### config.mk
export PLATFORM = sky130hd
export DESIGN_NAME = mac_array_grid_flat
export DESIGN_NICKNAME = d
export VERILOG_FILES = /design/src/rtl/mac_array_grid_pkg.sv /design/src/rtl/mac_array_grid_if.sv /design/src/rtl/mac_array_grid_row.sv /design/src/rtl/mac_array_grid.sv /design/src/flat_wrapper.sv
export SDC_FILE = /design/constraint.sdc
export NUM_CORES = 2
export LEC_CHECK = 0
export CORE_ASPECT_RATIO = 1.25
export CORE_MARGIN = 1.5
export CORE_UTILIZATION = 55
export CTS_BUF_LIST = sky130_fd_sc_hd__clkbuf_8
export DETAILED_ROUTE_END_ITERATION = 8
export GPL_TIMING_DRIVEN = 0
export PLACE_DENSITY = 0.76
export RECOVER_POWER = 25
export SLEW_MARGIN = 20
export SYNTH_ARGS = -nofsm -noshare
export SYNTH_HDL_FRONTEND = slang
export SYNTH_SLANG_ARGS = --single-unit
### constraint.sdc
create_clock -name clk -period 4.8 [get_ports clk]
set_input_delay 0.96 -clock clk [delete_from_list [all_inputs] [get_ports clk]]
set_output_delay 0.96 -clock clk [all_outputs]
set_load 0.02 [all_outputs]
### src/rtl/mac_array_grid_pkg.sv
// mac_array_grid_pkg: shared types and sizing helper for the INT8 MAC array
package dpu_mac_pkg;
  typedef logic signed [7:0] act_t;
  typedef logic signed [7:0] wgt_t;
  typedef logic signed [15:0] prod_t;
  typedef enum logic [1:0] {IDLE, ACCUM, DRAIN, HOLD} mac_state_e;
  function automatic int sum_w(input int cols);
    return 16 + $clog2(cols);
  endfunction
endpackage

### src/rtl/mac_array_grid_if.sv
// mac_array_grid_if: beat input and result output bundle of the MAC array
interface mac_array_grid_if #(parameter int ROWS = 4, parameter int COLS = 4, parameter int ACC_W = 32);
  logic in_valid, in_ready, in_first, in_last;
  logic [ROWS*COLS*8-1:0] w;
  logic [COLS*8-1:0] a;
  logic out_valid, out_ready;
  logic [ROWS*ACC_W-1:0] out_acc;
  logic [ROWS-1:0] ovf;
  modport master(output in_valid, in_first, in_last, w, a, out_ready, input in_ready, out_valid, out_acc, ovf);
  modport slave(input in_valid, in_first, in_last, w, a, out_ready, output in_ready, out_valid, out_acc, ovf);
endinterface

### src/rtl/mac_array_grid_row.sv
// mac_row: one output channel -- COLS multipliers, product register, adder tree, accumulator (saturating under MAC_ARRAY_SAT_EN)
module mac_row import dpu_mac_pkg::*; #(
  parameter int COLS = 4,
  parameter int ACC_W = 32
) (
  input  logic clk,
  input  logic rst_n,
  input  logic ld,
  input  logic v1,
  input  logic s1,
  input  logic [COLS*8-1:0] w,
  input  logic [COLS*8-1:0] a,
  output logic signed [ACC_W-1:0] acc,
  output logic ovf
);
  localparam int SUM_W = sum_w(COLS);
  prod_t p [COLS];
  logic signed [SUM_W-1:0] rs;
  logic signed [ACC_W-1:0] ext, base, nxt;
  logic signed [ACC_W:0] s;
  logic clip;
  // register the products of each accepted beat
  always_ff @(posedge clk or negedge rst_n)
    if (!rst_n) for (int c = 0; c < COLS; c++) p[c] <= '0;
    else if (ld) for (int c = 0; c < COLS; c++) p[c] <= prod_t'(wgt_t'(w[c*8 +: 8])) * prod_t'(act_t'(a[c*8 +: 8]));
  // sum products, sign-extend to the accumulator, add with optional clipping
  always_comb begin
    rs = '0;
    for (int c = 0; c < COLS; c++) rs = rs + SUM_W'(p[c]);
    for (int i = 0; i < ACC_W; i++) ext[i] = rs[i < SUM_W ? i : SUM_W-1];
    base = s1 ? '0 : acc;
    s = {base[ACC_W-1], base} + {ext[ACC_W-1], ext};
`ifdef MAC_ARRAY_SAT_EN
    clip = s[ACC_W] != s[ACC_W-1];
    nxt = clip ? {s[ACC_W], {(ACC_W-1){~s[ACC_W]}}} : s[ACC_W-1:0];
`else
    clip = 1'b0;
    nxt = s[ACC_W-1:0];
`endif
  end
  // accumulate and keep a sticky clip flag that a group start clears
  always_ff @(posedge clk or negedge rst_n)
    if (!rst_n) begin
      acc <= '0;
      ovf <= 1'b0;
    end else if (v1) begin
      acc <= nxt;
      ovf <= (ovf && !s1) || clip;
    end
endmodule

### src/rtl/mac_array_grid.sv
// mac_array_grid: ROWSxCOLS INT8 MAC array with group FSM and held output register; MAC_ARRAY_SAT_EN enables saturation/ovf
module mac_array_grid import dpu_mac_pkg::*; #(
  parameter int ROWS = 4,
  parameter int COLS = 4,
  parameter int ACC_W = 32
) (
  input logic clk,
  input logic rst_n,
  mac_array_grid_if.slave bus
);
  mac_state_e st, nst;
  logic take, start, v1, s1, l1, l2;
  logic [ROWS*ACC_W-1:0] acc_all;
  logic [ROWS-1:0] ovf_all;
  assign bus.in_ready = st == IDLE || st == ACCUM;
  assign bus.out_valid = st == HOLD;
  assign take = bus.in_valid && bus.in_ready;
  assign start = st == IDLE || bus.in_first;
  // state register
  always_ff @(posedge clk or negedge rst_n)
    if (!rst_n) st <= IDLE;
    else st <= nst;
  // next state: open/close groups, wait for the last accumulate, then the handshake
  always_comb begin
    nst = st;
    if (take) nst = bus.in_last ? DRAIN : ACCUM;
    else if (st == DRAIN && l2) nst = HOLD;
    else if (st == HOLD && bus.out_ready) nst = IDLE;
  end
  // beat flags travelling alongside the product and accumulate stages
  always_ff @(posedge clk or negedge rst_n)
    if (!rst_n) begin
      v1 <= 1'b0;
      s1 <= 1'b0;
      l1 <= 1'b0;
      l2 <= 1'b0;
    end else begin
      v1 <= take;
      s1 <= take && start;
      l1 <= take && bus.in_last;
      l2 <= v1 && l1;
    end
  // output register, loaded only when a group's final accumulate has landed
  always_ff @(posedge clk or negedge rst_n)
    if (!rst_n) begin
      bus.out_acc <= '0;
      bus.ovf <= '0;
    end else if (l2) begin
      bus.out_acc <= acc_all;
      bus.ovf <= ovf_all;
    end
  for (genvar r = 0; r < ROWS; r++) begin : g_row
    mac_row #(.COLS(COLS), .ACC_W(ACC_W)) u_row (
      .clk(clk),
      .rst_n(rst_n),
      .ld(take),
      .v1(v1),
      .s1(s1),
      .w(bus.w[r*COLS*8 +: COLS*8]),
      .a(bus.a),
      .acc(acc_all[r*ACC_W +: ACC_W]),
      .ovf(ovf_all[r])
    );
  end
endmodule

### src/flat_wrapper.sv
// flat-port wrapper written by rule: the top's interface ports become plain ports
module mac_array_grid_flat import dpu_mac_pkg::*;
#(
  parameter int ROWS = 4,
  parameter int COLS = 4,
  parameter int ACC_W = 32
)
  (clk, rst_n, bus_in_valid, bus_in_first, bus_in_last, bus_w, bus_a, bus_out_ready, bus_in_ready, bus_out_valid, bus_out_acc, bus_ovf);
  mac_array_grid_if #(.ROWS(ROWS), .COLS(COLS), .ACC_W(ACC_W)) bus_i ();
  input logic clk;
  input logic rst_n;
  input wire logic [$bits(bus_i.in_valid)-1:0] bus_in_valid;
  input wire logic [$bits(bus_i.in_first)-1:0] bus_in_first;
  input wire logic [$bits(bus_i.in_last)-1:0] bus_in_last;
  input wire logic [$bits(bus_i.w)-1:0] bus_w;
  input wire logic [$bits(bus_i.a)-1:0] bus_a;
  input wire logic [$bits(bus_i.out_ready)-1:0] bus_out_ready;
  output wire logic [$bits(bus_i.in_ready)-1:0] bus_in_ready;
  output wire logic [$bits(bus_i.out_valid)-1:0] bus_out_valid;
  output wire logic [$bits(bus_i.out_acc)-1:0] bus_out_acc;
  output wire logic [$bits(bus_i.ovf)-1:0] bus_ovf;
  assign bus_i.in_valid = bus_in_valid;
  assign bus_i.in_first = bus_in_first;
  assign bus_i.in_last = bus_in_last;
  assign bus_i.w = bus_w;
  assign bus_i.a = bus_a;
  assign bus_i.out_ready = bus_out_ready;
  assign bus_in_ready = bus_i.in_ready;
  assign bus_out_valid = bus_i.out_valid;
  assign bus_out_acc = bus_i.out_acc;
  assign bus_ovf = bus_i.ovf;
  mac_array_grid #(.ROWS(ROWS), .COLS(COLS), .ACC_W(ACC_W)) u_core (.clk(clk), .rst_n(rst_n), .bus(bus_i));
endmodule
Yosys cells after proc, flatten, opt, wreduce, memory -nomap -nowiden
Index checks and enable logic that the tools add are counted.
{"block": "classes", "n_mul": 16, "eq_ne": 3, "n_div": 0, "n_reduce_logical": 15, "shift": 0, "bitwise_logic": 0, "muxes": 8, "order_cmp": 0, "addsub": 16}
{"operator": "8-bit by 8-bit multiplier with 16-bit output", "n": 16}
{"operator": "32-bit by 18-bit adder with 32-bit output", "n": 4}
{"operator": "32-bit 2-to-1 mux", "n": 4}
{"operator": "17-bit by 16-bit adder with 18-bit output", "n": 4}
{"operator": "18-bit by 16-bit adder with 18-bit output", "n": 4}
{"operator": "16-bit by 16-bit adder with 17-bit output", "n": 4}
{"operator": "1-bit logical AND", "n": 10}
{"operator": "2-bit 2-to-1 mux", "n": 4}
{"operator": "2-bit == test (second input constant)", "n": 2}
{"operator": "3-bit nonzero test", "n": 1}
{"operator": "2-bit by 1-bit == test with 1-bit output (second input constant)", "n": 1}
{"operator": "2-bit zero test", "n": 1}
{"operator": "1-bit logical OR", "n": 2}
{"operator": "1-bit zero test", "n": 1}
{"block": "word_totals", "n_memories": 0, "reg_bits": 526, "elab_cells": 89, "output_inout_bits": 134, "ramBits": 0, "latchBits": 0, "in_bits": 166, "rom_bits": 0}

Logic depth before layout (Yosys ltp)
{"block": "logic_depth", "depth_word": 5, "mapped_depth": 21, "depth_no_buf": 20}

By module
From an unflattened synthesis, not the netlist that was laid out.
{"block": "hier_totals", "hier_cells": 7499, "hier_area_um2": 72331.9}
{"module": "mac_row (u_core.g_row[2].u_row)", "n_inst": 1, "area_per_inst_um2": 16842.4, "cells_per_inst": 1815}
{"module": "mac_row (u_core.g_row[3].u_row)", "n_inst": 1, "area_per_inst_um2": 16842.4, "cells_per_inst": 1810}
{"module": "mac_row (u_core.g_row[0].u_row)", "n_inst": 1, "area_per_inst_um2": 16757.3, "cells_per_inst": 1789}
{"module": "mac_row (u_core.g_row[1].u_row)", "n_inst": 1, "area_per_inst_um2": 16722.3, "cells_per_inst": 1788}
{"module": "mac_array_grid", "n_inst": 1, "area_per_inst_um2": 5167.5, "cells_per_inst": 297}

Worst setup path before layout
No wires, ideal clock.
{"block": "synth_timing", "path_kind": "input-to-reg", "startpoint": "in bus_a[6]", "endpoint": "reg u_core.g_row[1].u_row.p[63] in the netlist's numbering", "setup_ns": 0.133, "setup_slack_ns": -0.430, "required_ns": 4.667, "stages": 20, "t_arrival_ns": 5.097, "path_cell_list": "clkbuf_1 clkbuf_1 nand2_1 fa_1 fa_1 inv_1 fa_1 inv_1 fa_1 inv_1 ha_1 inv_1 o21ai_0 a21oi_1 nand2b_1 a21boi_0 o31a_1 o41ai_1 xnor2_1 o21ai_0"}
{"block": "synth_between", "elab_chain_len": 1}
{"element": "from (decl)", "line_no": "flat_wrapper.sv:16", "source": "input wire logic [$bits(bus_i.a)-1:0] bus_a;"}
{"element": "8-bit by 8-bit multiplier with 16-bit output", "line_no": "mac_array_grid_row.sv:25", "source": "else if (ld) for (int c = 0; c < COLS; c++) p[c] <= prod_t'(wgt_t'(w[c*8 +: 8])) * prod_t'(act_t'(a[c*8 +: 8]) ..."}
{"element": "to (decl)", "line_no": "mac_array_grid_row.sv:17", "source": "prod_t p [COLS];"}
Every way passes these cells.
A chain may end at the register's enable or synchronous reset.

Worst setup path after layout
{"block": "layout_timing", "startpoint": "reg u_core.g_row[2].u_row.p[42] in the netlist's numbering", "endpoint": "reg u_core.g_row[2].u_row.acc[31]"}
{"block": "layout_between", "elab_chain_len": 4}
{"element": "from (decl)", "line_no": "mac_array_grid_row.sv:17"}
{"element": "16-bit by 16-bit adder with 17-bit output", "line_no": "mac_array_grid_row.sv:29", "source": "for (int c = 0; c < COLS; c++) rs = rs + SUM_W'(p[c]);"}
{"element": "17-bit by 16-bit adder with 18-bit output", "line_no": "mac_array_grid_row.sv:29"}
{"element": "18-bit by 16-bit adder with 18-bit output", "line_no": "mac_array_grid_row.sv:29"}
{"element": "32-bit by 18-bit adder with 32-bit output", "line_no": "mac_array_grid_row.sv:32", "source": "s = {base[ACC_W-1], base} + {ext[ACC_W-1], ext};"}
{"element": "to (signal assigned)", "line_no": "mac_array_grid_row.sv:47", "source": "acc <= nxt;"}
{"element": "to (decl)", "line_no": "mac_array_grid_row.sv:13", "source": "output logic signed [ACC_W-1:0] acc,"}
Every way passes these cells.

==> summary.txt <==
Synth
  • Number of synthesized flops with an enable pin: 0
  • Syn nets: 9456
  • Syn_area_per_cell: 9.43 sq um
  • Most used DFF post-synth: dfrtp_1
  • Synth warn: 0
  • Top-count cell post-synth: inv_1
  • Post-synthesis adder-cell area fraction: 42.2%
  • Top-area cell type share of the netlist area: 31.8%
  • Yosys reg bits: 526
  • Post-Synth Simple-Gate Area: 13.7%
  • Post-Synth XOR/XNOR Area: 3.78%
  • Synth Area in Compound Gates: 7.30%
  • Largest area contributor in the netlist: fa_1
  • Main combinational cell family by area after synthesis: adder cells
  • Synth top cells by count: inv_1, fa_1, and2_1
  • Largest cells by area after synthesis: fa_1, dfrtp_1, ha_1, inv_1, and2_1
  • Cell Area, Synth: 71300 sq um
  • Share of flip-flops with an asynchronous set or reset: 100%
  • Post-synthesis mux area share: 3.94%
  • Sequential area share after synthesis: 18.5%
  • Cell count after synthesis: 7562
  • Netlist cell types: 64

CTS
  • CTS max path bufs: 3
  • H-tree depth: 3
  • Root buf cell: clkbuf_8
  • CTS Hold Buffers Added: 0
  • CTS tree: yes
  • Clock sinks: 526
  • Total CTS buffers: 90
  • Clock-pin slew on the worst setup and hold paths: 0.07 ns
  • Clk_lat worst skew: 0.74 ns

Detailed routing
  • Number of remaining DRC errors: 0
  • DRT Pass-1 Iters: 5
  • Routed wire per std cell: 21.9 um
  • Routed WL: 217 mm
  • Initial DRC count: 4012
  • DR vias/cell: 5.51
  • Vias: 54700
  • Antenna viol nets, final: 0

Final layout
  • Nets: 10000
  • P&R area growth vs syn: 16.6%
  • Proportion of layout cells with a drive suffix above 1: 16.4%

Worst hold path
  • HP Class: register to register
  • Hold Path Cell Cnt: 2
  • Hold_sp: u_core.g_row[0].u_row.p[48]$_DFFE_PN0P_
  • Worst hold path endpoint: u_core.g_row[0].u_row.p[48]$_DFFE_PN0P_

Setup path
  • Worst Setup Start Kind: register
  • R2R cell count: 19
  • RR Startpoint: u_core.g_row[2].u_row.p[42]$_DFFE_PN0P_
  • CP arrival: 5.49 ns
  • Crit Path Category: register to register
  • R2r endpoint: u_core.g_row[2].u_row.acc[31]$_DFFE_PN0P_
  • Crit path max fanout: 4
  • CP endpoint kind: register
  • Required @ worst endpoint: 5.37 ns
  • R2R setup slack: -0.12 ns

Timing
  • Fin. max-slew vios: 75
  • Fin worst setup slack: -0.117 ns
  • Period utilization: 102%
  • Max Freq: 203 MHz
  • RSZ-0062 raised after global routing: yes
  • Setup violators final: 6
  • Final Skew: 0.0696 ns
  • Slew @ Worst Pin: 3.65 ns
  • Final Hold Viols: 0
  • Max_slew headroom: -143%
  • Min Clock Period, post-route: 4.92 ns

Floorplanning
  • Die height: 406 um
  • Die area: 132000 sq um
  • Row count: 147
  • Chip width: 325 um
  • Ports: 300
  • Core area: 129000 sq um
  • Initial Util: 55.5%

Global route
  • Vias in the first global route: 57400
  • First-pass GRT wire length: 328 mm
  • Initial antenna violation count: 18
  • Pin count of the biggest net entering global routing: 99
  • GRT Overall Usage: 33.0%
  • Grt total ovfl: 0

Place
  • Port-buffer cells: 298
  • Post-detail-place hpwl: 174 mm
  • GP Congestion: 0.993
  • Pre-CTS setup slack: -2.38 ns

Status
  • Status: complete, but fails checks
  • Failing checks: max-capacitance violations, max-slew violations, negative setup slack

Flow run
  • # Max-Cap Violations: 1
==> placed cells by master, fill, tap and decap left out, types with 138 or more instances in the layout <==
master	netlist	final
xnor2_1	228	213
nor2_1	197	194
inv_1	1813	1745
o21ai_0	299	206
clkdlybuf4s50_1	0	138
nand2_1	636	632
ha_1	596	543
fa_1	1132	1108
and2_1	663	592
nor2b_1	167	159
mux2_2	246	246
buf_4	0	170
dfrtp_1	526	525
==> cell type report <==
type | count | area (sq um)
diodes | 9 | 22.5
plain buffers | 202 | 1840
clock buffers | 104 | 1430
clock inverters | 59 | 384
fillers | 10300 | 45400
inverters | 1815 | 6840
multi-input cells | 5017 | 53100
flip-flops and latches | 526 | 13200
well taps | 1713 | 2140
repair buffers | 493 | 4310
==> how the worst max path moves through the flow <==
| stage | from | endpoint | slack (ns) | depth (start not counted) |
|---|---|---|---|---|
| 4_1_cts | u_core.g_row[2].u_row.p[42]$_DFFE_PN0P_ | u_core.g_row[2].u_row.acc[31]$_DFFE_PN0P_ | -0.15 | 19 |
| 5_1_grt | u_core.g_row[2].u_row.p[42]$_DFFE_PN0P_ | u_core.g_row[2].u_row.acc[31]$_DFFE_PN0P_ | -0.24 | 19 |
| 3_5_place_dp | bus_a[31] | u_core.g_row[1].u_row.p[15]$_DFFE_PN0P_ | -2.38 | 20 |
| 3_3_place_gp | rst_n | u_core.g_row[0].u_row.p[25]$_DFFE_PN0P_ | -21.06 | 1 |
| 2_1_floorplan | bus_a[10] | u_core.g_row[3].u_row.p[47]$_DFFE_PN0P_ | -0.25 | 20 |
| 6_report | u_core.g_row[2].u_row.p[42]$_DFFE_PN0P_ | u_core.g_row[2].u_row.acc[31]$_DFFE_PN0P_ | -0.12 | 19 |
==> registers in the layout (all words and copies together) (netlist names) <==
signal	cells
u_core.bus.out_acc	128
u_core.bus.ovf	4
u_core.g_row.u_row.acc	128
u_core.g_row.u_row.ovf	4
u_core.g_row.u_row.p	256
u_core.l1	1
u_core.l2	1
u_core.s1	1
u_core.st	2
u_core.v1	1
==> metrics by stage <==
step                      instance area, sq um  setup TNS (ns)  utilization, %  hold WS [ns]  instances
after floorplan                          72200           -4.10               -         0.428       7562
after global placement                   77300               -            60.2         0.463       9573
after detailed placement                 77600         -213.59            60.3         0.465       9581
after CTS                                81400          -0.384            63.3         0.230       9826
after global routing                     83200           -2.97            64.7         0.500       9933
final                                    83200          -0.328            64.7         0.481       9938
==> what timing repair did <==
item / 4_1_cts / 5_1_grt
pin swaps: 102 / 286
gates cloned: 4 / 2
setup buffers: 78 / 103
endpoints found under the setup margin: 174 / 94
resized for setup: 762 / 641
==> layer usage <==
metal  vias to the layer above  GRT usage [%]  routed length [um]
met5                         -              0                  84
met4                        12           20.3               16100
met3                       604           4.85               15100
met2                      2113           55.3              104000
met1                     27800           40.4               82100
li1                      24200              -                   -
==> worst max-delay path: stages (launching register included) <==
cell        delay (ns)
dfrtp_1           0.39
clkinvlp_4        0.25
fa_1              0.54
inv_1             0.05
fa_1              0.49
inv_2             0.04
fa_1              0.48
inv_2             0.05
ha_4              0.28
a211oi_4          0.07
buf_4             0.15
a221oi_2          0.26
o31ai_2           0.11
buf_4             0.16
and4bb_2          0.25
o32ai_4           0.30
o41ai_4           0.11
a311o_2           0.47
mux2i_1           0.17
o221ai_1          0.12
==> kinds of logic after synthesis <==
kind of cell,after synthesis
buffers and inverters,2019
xor gates and xnor gates,308
AOI/OAI and AO/OA,833
adders and majority gates,1728
and+or+nand+nor,1898
DFF,526
muxes,250
Power is left out: the tool's default activity adds up to more than one toggle a clock period on the data nets, which glitch-free logic cannot reach.
